--- config.mk ---
export PLATFORM = sky130hd
export DESIGN_NAME = jtcps_cpsb_regs
export DESIGN_NICKNAME = d
export VERILOG_FILES = /design/src/rtl/jtcps_cpsb_regs.sv
export SDC_FILE = /design/constraint.sdc
export NUM_CORES = 1
export LEC_CHECK = 0
export BUFFER_PORTS_ARGS = -buffer_cell sky130_fd_sc_hd__buf_2
export CAP_MARGIN = 20
export CORE_ASPECT_RATIO = 1.75
export CORE_UTILIZATION = 56
export DETAILED_ROUTE_END_ITERATION = 7
export HOLD_SLACK_MARGIN = 0.02
export PLACE_DENSITY = 0.75
export SKIP_CTS_REPAIR_TIMING = 1
export SYNTH_ARGS = -nofsm -noshare
export SYNTH_HDL_FRONTEND = slang
export SYNTH_SLANG_ARGS = --single-unit
--- constraint.sdc ---
create_clock -name clk -period 12.5 [get_ports clk]
set_clock_uncertainty 0.2 [all_clocks]
set_input_delay 3.125 -clock clk [delete_from_list [all_inputs] [get_ports clk]]
set_output_delay 3.125 -clock clk [all_outputs]
set_load 0.02 [all_outputs]
--- src/rtl/jtcps_cpsb_regs.sv ---
// rtl/jtcps_cpsb_regs.sv - CPS-B style register file with stream-configured address map, ID and multiplier
//
// Purpose: NREGS programmable 16-bit registers whose CPU word addresses come
// from a byte-serial configuration stream. Also provides an ID readback word and
// a pipelined unsigned 16x16 multiplier (mult1, mult2 -> rslt1:rslt0).
//
// Ports:
//   clk, rst           system clock, synchronous active-high reset
//   cfg_we, cfg_data   config byte strobe (rising edge) and byte
//   cfg_clr            clears the config store and byte counter
//   cfg_done           all CFGBYTES config bytes received
//   frame_start        one-cycle pulse at start of vblank
//   cs, addr, dsn, din CPU chip select, word address [5:1], byte lanes (active low), write data
//   dout               registered read data
//   regs_flat          active register values, register i at [16i+15:16i]
//
// Optional feature: define JTCPS_REGS_LATCH_EN to double-buffer the registers
// selected by LATCH_MASK; those commit shadow -> active on frame_start.
module jtcps_cpsb_regs #(
    parameter int               NREGS      = 8,
    parameter int               MULT_LAT   = 2,
    parameter logic [NREGS-1:0] LATCH_MASK = {NREGS{1'b1}},
    parameter int               CFGBYTES   = 6 + NREGS
) (
    input  logic                clk,
    input  logic                rst,
    input  logic                cfg_we,
    input  logic [7:0]          cfg_data,
    input  logic                cfg_clr,
    output logic                cfg_done,
    input  logic                frame_start,
    input  logic                cs,
    input  logic [4:0]          addr,
    input  logic [1:0]          dsn,
    input  logic [15:0]         din,
    output logic [15:0]         dout,
    output logic [NREGS*16-1:0] regs_flat
);
    localparam int            CW       = $clog2(CFGBYTES + 1);
    localparam logic [CW-1:0] CFG_FULL = CW'(CFGBYTES);

    // Config byte layout
    localparam int B_ID_ADDR = 0;
    localparam int B_ID_VAL  = 1;
    localparam int B_M1      = 2;
    localparam int B_M2      = 3;
    localparam int B_R0      = 4;
    localparam int B_R1      = 5;
    localparam int B_REG0    = 6;

    function automatic logic [15:0] lane_merge(input logic [15:0] old_v,
                                               input logic [15:0] wdata,
                                               input logic [1:0]  lanes_n);
        return {lanes_n[1] ? old_v[15:8] : wdata[15:8],
                lanes_n[0] ? old_v[7:0]  : wdata[7:0]};
    endfunction

    // ------------------------------------------------------------------
    // Config capture. Not touched by rst so a downloaded map survives a
    // CPU reset; only cfg_clr wipes it.
    // ------------------------------------------------------------------
    logic [7:0]    r_cfg [CFGBYTES];
    logic [CW-1:0] r_cfg_cnt;
    logic          r_cfg_we;
    logic          w_cfg_edge;

    assign w_cfg_edge = cfg_we & ~r_cfg_we;
    assign cfg_done   = (r_cfg_cnt == CFG_FULL);

    always_ff @(posedge clk) begin
        if (rst) r_cfg_we <= 1'b0;
        else     r_cfg_we <= cfg_we;
    end

    always_ff @(posedge clk) begin
        if (cfg_clr) begin
            r_cfg_cnt <= '0;
            for (int i = 0; i < CFGBYTES; i++) r_cfg[i] <= 8'h00;
        end else if (w_cfg_edge && !cfg_done) begin
            r_cfg_cnt <= r_cfg_cnt + CW'(1);
            for (int i = 0; i < CFGBYTES; i++) begin
                if (r_cfg_cnt == CW'(i)) r_cfg[i] <= cfg_data;
            end
        end
    end

    // ------------------------------------------------------------------
    // Address decode: bit7 of an address byte disables the entry, and the
    // whole map is dead until the config stream is complete.
    // ------------------------------------------------------------------
    logic             w_hit_id, w_hit_m1, w_hit_m2, w_hit_r0, w_hit_r1;
    logic [NREGS-1:0] w_hit_reg;

    assign w_hit_id = cfg_done & ~r_cfg[B_ID_ADDR][7] & (r_cfg[B_ID_ADDR][5:1] == addr);
    assign w_hit_m1 = cfg_done & ~r_cfg[B_M1][7]      & (r_cfg[B_M1][5:1] == addr);
    assign w_hit_m2 = cfg_done & ~r_cfg[B_M2][7]      & (r_cfg[B_M2][5:1] == addr);
    assign w_hit_r0 = cfg_done & ~r_cfg[B_R0][7]      & (r_cfg[B_R0][5:1] == addr);
    assign w_hit_r1 = cfg_done & ~r_cfg[B_R1][7]      & (r_cfg[B_R1][5:1] == addr);

    always_comb begin
        w_hit_reg = '0;
        for (int i = 0; i < NREGS; i++) begin
            w_hit_reg[i] = cfg_done & ~r_cfg[B_REG0+i][7] & (r_cfg[B_REG0+i][5:1] == addr);
        end
    end

    // ------------------------------------------------------------------
    // CPU writes: every matching entry takes the enabled byte lanes.
    // ------------------------------------------------------------------
    logic        w_wr;
    logic [15:0] r_shadow [NREGS];
    logic [15:0] r_mult1, r_mult2;
    logic [15:0] w_mult1_nx, w_mult2_nx;

    assign w_wr = cs & (dsn != 2'b11);

    always_comb begin
        w_mult1_nx = r_mult1;
        w_mult2_nx = r_mult2;
        if (w_wr && w_hit_m1) w_mult1_nx = lane_merge(r_mult1, din, dsn);
        if (w_wr && w_hit_m2) w_mult2_nx = lane_merge(r_mult2, din, dsn);
    end

    always_ff @(posedge clk) begin
        if (rst) begin
            r_mult1 <= 16'h0000;
            r_mult2 <= 16'h0000;
            for (int i = 0; i < NREGS; i++) r_shadow[i] <= 16'h0000;
        end else begin
            r_mult1 <= w_mult1_nx;
            r_mult2 <= w_mult2_nx;
            for (int i = 0; i < NREGS; i++) begin
                if (w_wr && w_hit_reg[i]) r_shadow[i] <= lane_merge(r_shadow[i], din, dsn);
            end
        end
    end

    // ------------------------------------------------------------------
    // Multiplier. The first stage multiplies the post-write operand values,
    // so the multiplier input register doubles as pipeline stage 1 and a
    // write becomes visible in rslt exactly MULT_LAT cycles later.
    // ------------------------------------------------------------------
    logic [31:0] r_pipe [MULT_LAT];
    logic [31:0] w_rslt;

    always_ff @(posedge clk) begin
        if (rst) begin
            for (int i = 0; i < MULT_LAT; i++) r_pipe[i] <= 32'h0;
        end else begin
            r_pipe[0] <= 32'(w_mult1_nx) * 32'(w_mult2_nx);
            for (int i = 1; i < MULT_LAT; i++) r_pipe[i] <= r_pipe[i-1];
        end
    end

    assign w_rslt = r_pipe[MULT_LAT-1];

    // ------------------------------------------------------------------
    // Read mux, fixed priority: ID, mult1, mult2, rslt0, rslt1, reg 0..N-1.
    // ------------------------------------------------------------------
    logic [15:0] w_rd;

    always_comb begin
        w_rd = 16'hffff;
        if (addr != 5'h1f) begin
            if (w_hit_id)      w_rd = {4'h0, r_cfg[B_ID_VAL][7:4], 4'h0, r_cfg[B_ID_VAL][3:0]};
            else if (w_hit_m1) w_rd = r_mult1;
            else if (w_hit_m2) w_rd = r_mult2;
            else if (w_hit_r0) w_rd = w_rslt[15:0];
            else if (w_hit_r1) w_rd = w_rslt[31:16];
            else begin
                // Walk downwards so the lowest-numbered matching register wins
                for (int i = NREGS - 1; i >= 0; i--) begin
                    if (w_hit_reg[i]) w_rd = r_shadow[i];
                end
            end
        end
    end

    always_ff @(posedge clk) begin
        if (rst)     dout <= 16'hffff;
        else if (cs) dout <= w_rd;
    end

    // ------------------------------------------------------------------
    // Active copies
    // ------------------------------------------------------------------
`ifdef JTCPS_REGS_LATCH_EN
    logic [15:0] r_active [NREGS];

    // Commit uses the pre-write shadow, so a write landing with frame_start
    // waits for the following frame.
    always_ff @(posedge clk) begin
        if (rst) begin
            for (int i = 0; i < NREGS; i++) r_active[i] <= 16'h0000;
        end else if (frame_start) begin
            for (int i = 0; i < NREGS; i++) begin
                if (LATCH_MASK[i]) r_active[i] <= r_shadow[i];
            end
        end
    end

    always_comb begin
        regs_flat = '0;
        for (int i = 0; i < NREGS; i++) begin
            regs_flat[16*i +: 16] = LATCH_MASK[i] ? r_active[i] : r_shadow[i];
        end
    end
`else
    logic w_unused_latch;
    assign w_unused_latch = ^{frame_start, LATCH_MASK};

    always_comb begin
        regs_flat = '0;
        for (int i = 0; i < NREGS; i++) begin
            regs_flat[16*i +: 16] = r_shadow[i];
        end
    end
`endif

endmodule

==> flow_summary.yaml, run 1 <==
cts:
  clockBufferDepth: 3
  numClockSinks: 331
  clkLatencyLatePin_ns: 0.58
  numCtsBuffers: 29
  root_buffer: "clkbuf_16"
  cts.reportedPaths.clkPinSlew_ns: 0.07
  htree_levels: 1
  cts_tree: "yes"
floorplanning:
  die_y_um: 271
  ios: 182
  num_rows: 98
  fp.dieArea_um2: 42200
  die_w_um: 156
  start_util: 0.566
  fp.coreArea_um2: 40800
sta:
  max_freq_mhz: 87.4
  worst_slack_ns: 1.05
  final-setup-viol-count: 0
  maxSlewHeadroom: 0.315
  finalSetupTns_ns: 0
  worst_slew_pin_slew_ns: 1.01
  rsz0062_at_grt: "false"
  period_share: 0.916
  hold_viol: 0
  holdWs_ns: 0.236
  fin_crit_ns: 11.45
  slew_violations: 0
setup_path:
  critPathBufInv: 4
  path_delay_family: "adder cells"
  worstSetupPathType: "input port to register"
  cp_max_fo: 16
  end_kind: "register"
  start_kind: "input port"
  crit_chain: "buf_2 > xor2_1 > or4_1 > or2_1 > nor2_8 > mux2i_2 > nor2_1 > fa_1 > fa_1 > fa_1 > fa_1 > fa_1 > inv_1 > fa_1 > inv_1 > ha_1 > o21a_1 > o211ai_1 > a21oi_1 > a2111oi_0 > buf_4 > o21ai_0 > a21o_1 > a21oi_1"
  cpMostUsedCell: "fa_1"
  critPathMaxStageDelay_ns: 0.83
  cp.arrival_ns: 11.74
  crit_path_top_delay_cell: "mux2i_2"
  required_ns: 12.79
yosys:
  synth-edff-count: 214
  synth.top_cell.area_share: 0.278
  synth_area_um2: 23100
  yosysWarnings: 0
  synthArstFlopShare: 0
  synthTopCellsByArea: "edfxtp_1 28%, fa_1 17%, dfxtp_1 10%"
  synth.ff_latch_count: 331
  synth_area_per_cell_um2: 10.1
  synth.distinct_cells: 76
  synth-seq-area-share: 0.379
  synth_top_flop_cell: "edfxtp_1"
  syn-num-nets: 2640
  synth_top_cell_by_area: "edfxtp_1"
  syn_inst: 2301
flow_run:
  drv_cap: 0
route:
  antenna_left: 0
  drt-total-wl_mm: 72.2
  avgRoutedWirePerCell_um: 23.8
  route.detailed.drc: 2
  vias_per_cell: 6.02
  drtIter0Drc: 1650
  dr.pass1.iters: 8
  via_count: 18200
worst_hold_path:
  hp-class: "register to register"
layout:
  final_common_cell: "inv_1"
  layout_common_cells: "288 x inv_1, 283 x nor2_1, 214 x edfxtp_1, 209 x nand2_1, 194 x fa_1"
  fin_cells: 3028
  final_nets: 2792
  design_area_um2: 25500
  area_growth_pct: 10.4
  drive_gt1_frac: 0.138
  fill_cells: 3368
pwr:
  p_leak_nw: 11.3
  peakVddDrop_mv: 0.106
  power_density_nw_per_um2: 90.1
status:
  violations: "DRC"
  status: "complete, but fails checks"
placed_design:
  port_buffers: 180
  placedInstanceArea_um2: 24500
  dp_cells: 2969
  place.gp.congestion: 0.962
  place_ws_ns: 0.434
  place_hpwl_mm: 55.8
global_routing:
  antenna_found_initial: 3
  grt_pass1_wl_mm: 108
  grt_start_max_net_pins: 83
  grt_usage: 0.346
  globalRoute.totalOverflow: 0
  grt_pass1_vias: 18600
sequential cells by signal, summed over array words and instances (netlist names):
register,cells
r_cfg,86
r_mult2,16
r_pipe,64
r_shadow,128
r_mult1,16
r_cfg_cnt,4
r_cfg_we,1
dout,16
final cells by class:
type	count	area, um2	area share
Clock buffer	31	743	0.0291
Antenna cell	2	5.00	0.000196
Clock inverter	23	223	0.00872
Tap cell	550	688	0.0270
Inverter	289	1080	0.0425
Timing Repair Buffer	230	1280	0.0500
Sequential cell	331	8770	0.343
Multi-Input combinational cell	1572	12700	0.499
worst paths after layout:
kind	endpoint	cells past startpoint	start	slack, ns
worst max-delay path	r_pipe[0][27]	24	addr[3]	1.05
worst max register to register	r_pipe[0][27]	25	r_cfg_cnt[0]	3.00
worst min-delay path	r_pipe[0][38]	1	r_pipe[0][6]	0.24
worst min register to register	r_pipe[0][38]	1	r_pipe[0][6]	0.24
cells by family (layout without fill, tap and decap cells):
group,after synthesis,in the layout,share of synthesized area
adder cells (fa/ha/maj),302,302,0.226
AO/OA/AOI/OAI,282,282,0.0827
multiplexers,63,63,0.0307
buffers and inverters,398,573,0.0704
flip-flops,331,331,0.379
XOR/XNOR,85,85,0.0322
AND/OR/NAND/NOR,840,840,0.179
other,0,2,0
through the flow:
stage | power, mW | util
after floorplan | 1.33 | -
after global placement | 1.39 | 0.601
after detailed placement | 1.40 | 0.601
after CTS | 2.30 | 0.625
after global routing | 2.35 | 0.625
final | 2.30 | 0.625
metal layers:
| layer | global-route usage | routed length [um] | vias to the layer above |
|---|---|---|---|
| li1 | - | - | 7964 |
| met1 | 0.361 | 23400 | 8926 |
| met2 | 0.609 | 36200 | 1020 |
| met3 | 0.0465 | 5220 | 320 |
| met4 | 0.291 | 7330 | 4 |
| met5 | 0 | 25 | - |
where the power goes:
group	switching [mW]	internal, mW
combinational	0.118	0.0409
sequential	0.0210	1.20
clock	0.424	0.498
total	0.563	1.74
synthesized netlist by cell type (40+ instances only):
| library cell | number |
|---|---|
| inv_1 | 288 |
| nor2_1 | 283 |
| edfxtp_1 | 214 |
| nand2_1 | 209 |
| fa_1 | 194 |
| dfxtp_1 | 117 |
| ha_1 | 108 |
| clkbuf_1 | 70 |
| and2_1 | 67 |
| xor2_1 | 62 |
| a21oi_1 | 61 |
| nor2b_1 | 59 |
| and3_1 | 40 |
Note: power is estimated with default switching activity, not from simulation.
==> inputs of run 2 (changes only) <==
--- a/config.mk
+++ b/config.mk
@@ -7,7 +7,7 @@
 export LEC_CHECK = 0
 export BUFFER_PORTS_ARGS = -buffer_cell sky130_fd_sc_hd__buf_2
 export CAP_MARGIN = 20
-export CORE_ASPECT_RATIO = 1.75
+export CORE_ASPECT_RATIO = 1.4
 export CORE_UTILIZATION = 56
 export DETAILED_ROUTE_END_ITERATION = 7
 export HOLD_SLACK_MARGIN = 0.02
==> constraint.sdc (replaced) <==
create_clock -name clk -period 12.5 [get_ports clk]
set_clock_uncertainty 0.2 [all_clocks]
set_input_delay 2.5 -clock clk [delete_from_list [all_inputs] [get_ports clk]]
set_output_delay 2.5 -clock clk [all_outputs]
set_load 0.02 [all_outputs]
==> flow_summary.yaml, run 2 (synthesized netlist as in run 1, its figures left out) <==
pwr:
  comb_power_share: 0.068
  seqPwrFrac: 0.534
  p_switching_mw: 0.556
  clockPowerShare: 0.398
  p_leak_nw: 11.2
  internal_power_mw: 1.72
  power_density_nw_per_um2: 89.7
  swShare: 0.244
  p_total_mw: 2.28
  peakVddDrop_mv: 0.0982
route:
  antenna_left: 0
  via_count: 17900
  dr.pass1.iters: 6
  route.detailed.drc: 0
  vias_per_cell: 5.97
  drtIter0Drc: 1510
  avgRoutedWirePerCell_um: 23.5
  drt-total-wl_mm: 70.4
cts:
  root_buffer: "clkbuf_16"
  htree_levels: 1
  numClockSinks: 331
  clkLatencyLatePin_ns: 0.60
  cts.reportedPaths.clkPinSlew_ns: 0.07
  clockBufferDepth: 3
  numCtsBuffers: 31
  cts_tree: "yes"
layout:
  fill_cells: 3370
  area_growth_pct: 9.79
  post-route-util: 0.627
  drive_gt1_frac: 0.131
  final_common_cell: "inv_1"
  largest_registers: "r_shadow x128, r_cfg x86, r_pipe x64"
  final_nets: 2777
  layout_common_cells: "288 x inv_1, 283 x nor2_1, 214 x edfxtp_1, 209 x nand2_1, 194 x fa_1"
  regMostFlops: "r_shadow"
  largest_register_ffs: 128
setup_path:
  start_kind: "input port"
  cp.arrival_ns: 11.33
  cp_max_fo: 16
  required_ns: 12.81
  end_kind: "register"
  worstSetupPathType: "input port to register"
floorplanning:
  die_y_um: 242
  num_rows: 87
  fp.coreArea_um2: 40500
  fp.dieArea_um2: 42100
  start_util: 0.571
  ios: 182
  die_w_um: 174
global_routing:
  grt_pass1_vias: 18200
  globalRoute.totalOverflow: 0
  grt_start_max_net_pins: 78
  antenna_found_initial: 6
  grt_usage: 0.337
  grt_pass1_wl_mm: 106
status:
  status: "finished, final reports clean"
sta:
  worst_slew_pin_slew_ns: 1.06
  hold_viol: 0
  final-setup-viol-count: 0
  maxSlewHeadroom: 0.289
  holdWs_ns: 0.233
  slew_violations: 0
  rsz0062_at_grt: "false"
  max_freq_mhz: 90.8
  fin_crit_ns: 11.02
  finalSetupTns_ns: 0
  period_share: 0.881
worst_hold_path:
  hp-class: "register to register"
flow_run:
  drv_cap: 0
placed_design:
  place.gp.congestion: 1.05
  port_buffers: 180
  place_hpwl_mm: 54.5
## run 2: cell count changes in the layout (fill, tap and decap cells not counted), moves of 2 or more
| cell | before | now |
|---|---|---|
| diode_2 | 2 | 5 |
| clkinv_2 | 7 | 5 |
| bufinv_16 | 3 | 0 |
| buf_4 | 50 | 34 |
| clkbuf_16 | 29 | 31 |
| clkbuf_1 | 1 | 7 |
| clkbuf_8 | 1 | 3 |
## run 2: final timing paths
| check | slack (ns) | cells past startpoint | from | endpoint |
|---|---|---|---|---|
| max | 1.48 | 25 | addr[1] | r_pipe[0][27] |
| min | 0.23 | 1 | r_pipe[0][11] | r_pipe[0][43] |
| max reg2reg | 2.83 | 26 | r_cfg_cnt[0] | r_pipe[0][27] |
| min reg2reg | 0.23 | 1 | r_pipe[0][11] | r_pipe[0][43] |
## run 2: worst max-delay path, cell delays in order
cell       delay (ns)
buf_2            0.42
xor2_1           0.16
or4_1            0.51
or2_1            0.57
nor2_8           0.42
mux2i_1          0.78
nor2_1           0.14
fa_1             0.54
inv_1            0.05
fa_1             0.39
fa_1             0.54
inv_1            0.06
fa_1             0.51
fa_1             0.51
inv_1            0.06
fa_1             0.56
inv_1            0.06
ha_1             0.38
a211oi_1         0.34
o21ai_0          0.17
o22a_1           0.30
a2111oi_0        0.78
o21ai_0          0.22
a21o_1           0.22
a21oi_1          0.11
## run 2: power by group through the flow
stage / registers, mW / clock network, mW / logic (mW)
2_1_floorplan: 1.26 / 0 / 0.0742
5_1_grt: 1.22 / 0.948 / 0.164
4_1_cts: 1.22 / 0.908 / 0.154
3_3_place_gp: 1.24 / 0 / 0.149
3_5_place_dp: 1.24 / 0 / 0.153
6_report: 1.22 / 0.906 / 0.155
## run 2: stage by stage
step	setup slack (ns)	instance area, um2	instances
CTS	1.56	25400	2997
global route	1.16	25400	2998
detailed placement	0.949	24400	2939
finish	1.48	25400	3002
floorplan	2.52	23100	2301
global placement	1.16	24400	2939
## run 2: metal layers
layer | wire length [um] | track usage | vias up
li1 | - | - | 7940
met1 | 24100 | 0.370 | 8790
met2 | 34800 | 0.584 | 911
met3 | 5160 | 0.0466 | 283
met4 | 6300 | 0.267 | 4
met5 | 23 | 0 | -
## run 2: area by class of cell
type / count / area, um2 / area share
Clock inverter: 15 / 110 / 0.00434
Timing Repair Buffer: 213 / 1150 / 0.0453
Clock buffer: 43 / 856 / 0.0337
Antenna cell: 5 / 12.5 / 0.000493
Tap cell: 534 / 668 / 0.0263
Multi-Input combinational cell: 1572 / 12700 / 0.502
Inverter: 289 / 1080 / 0.0427
Sequential cell: 331 / 8770 / 0.345
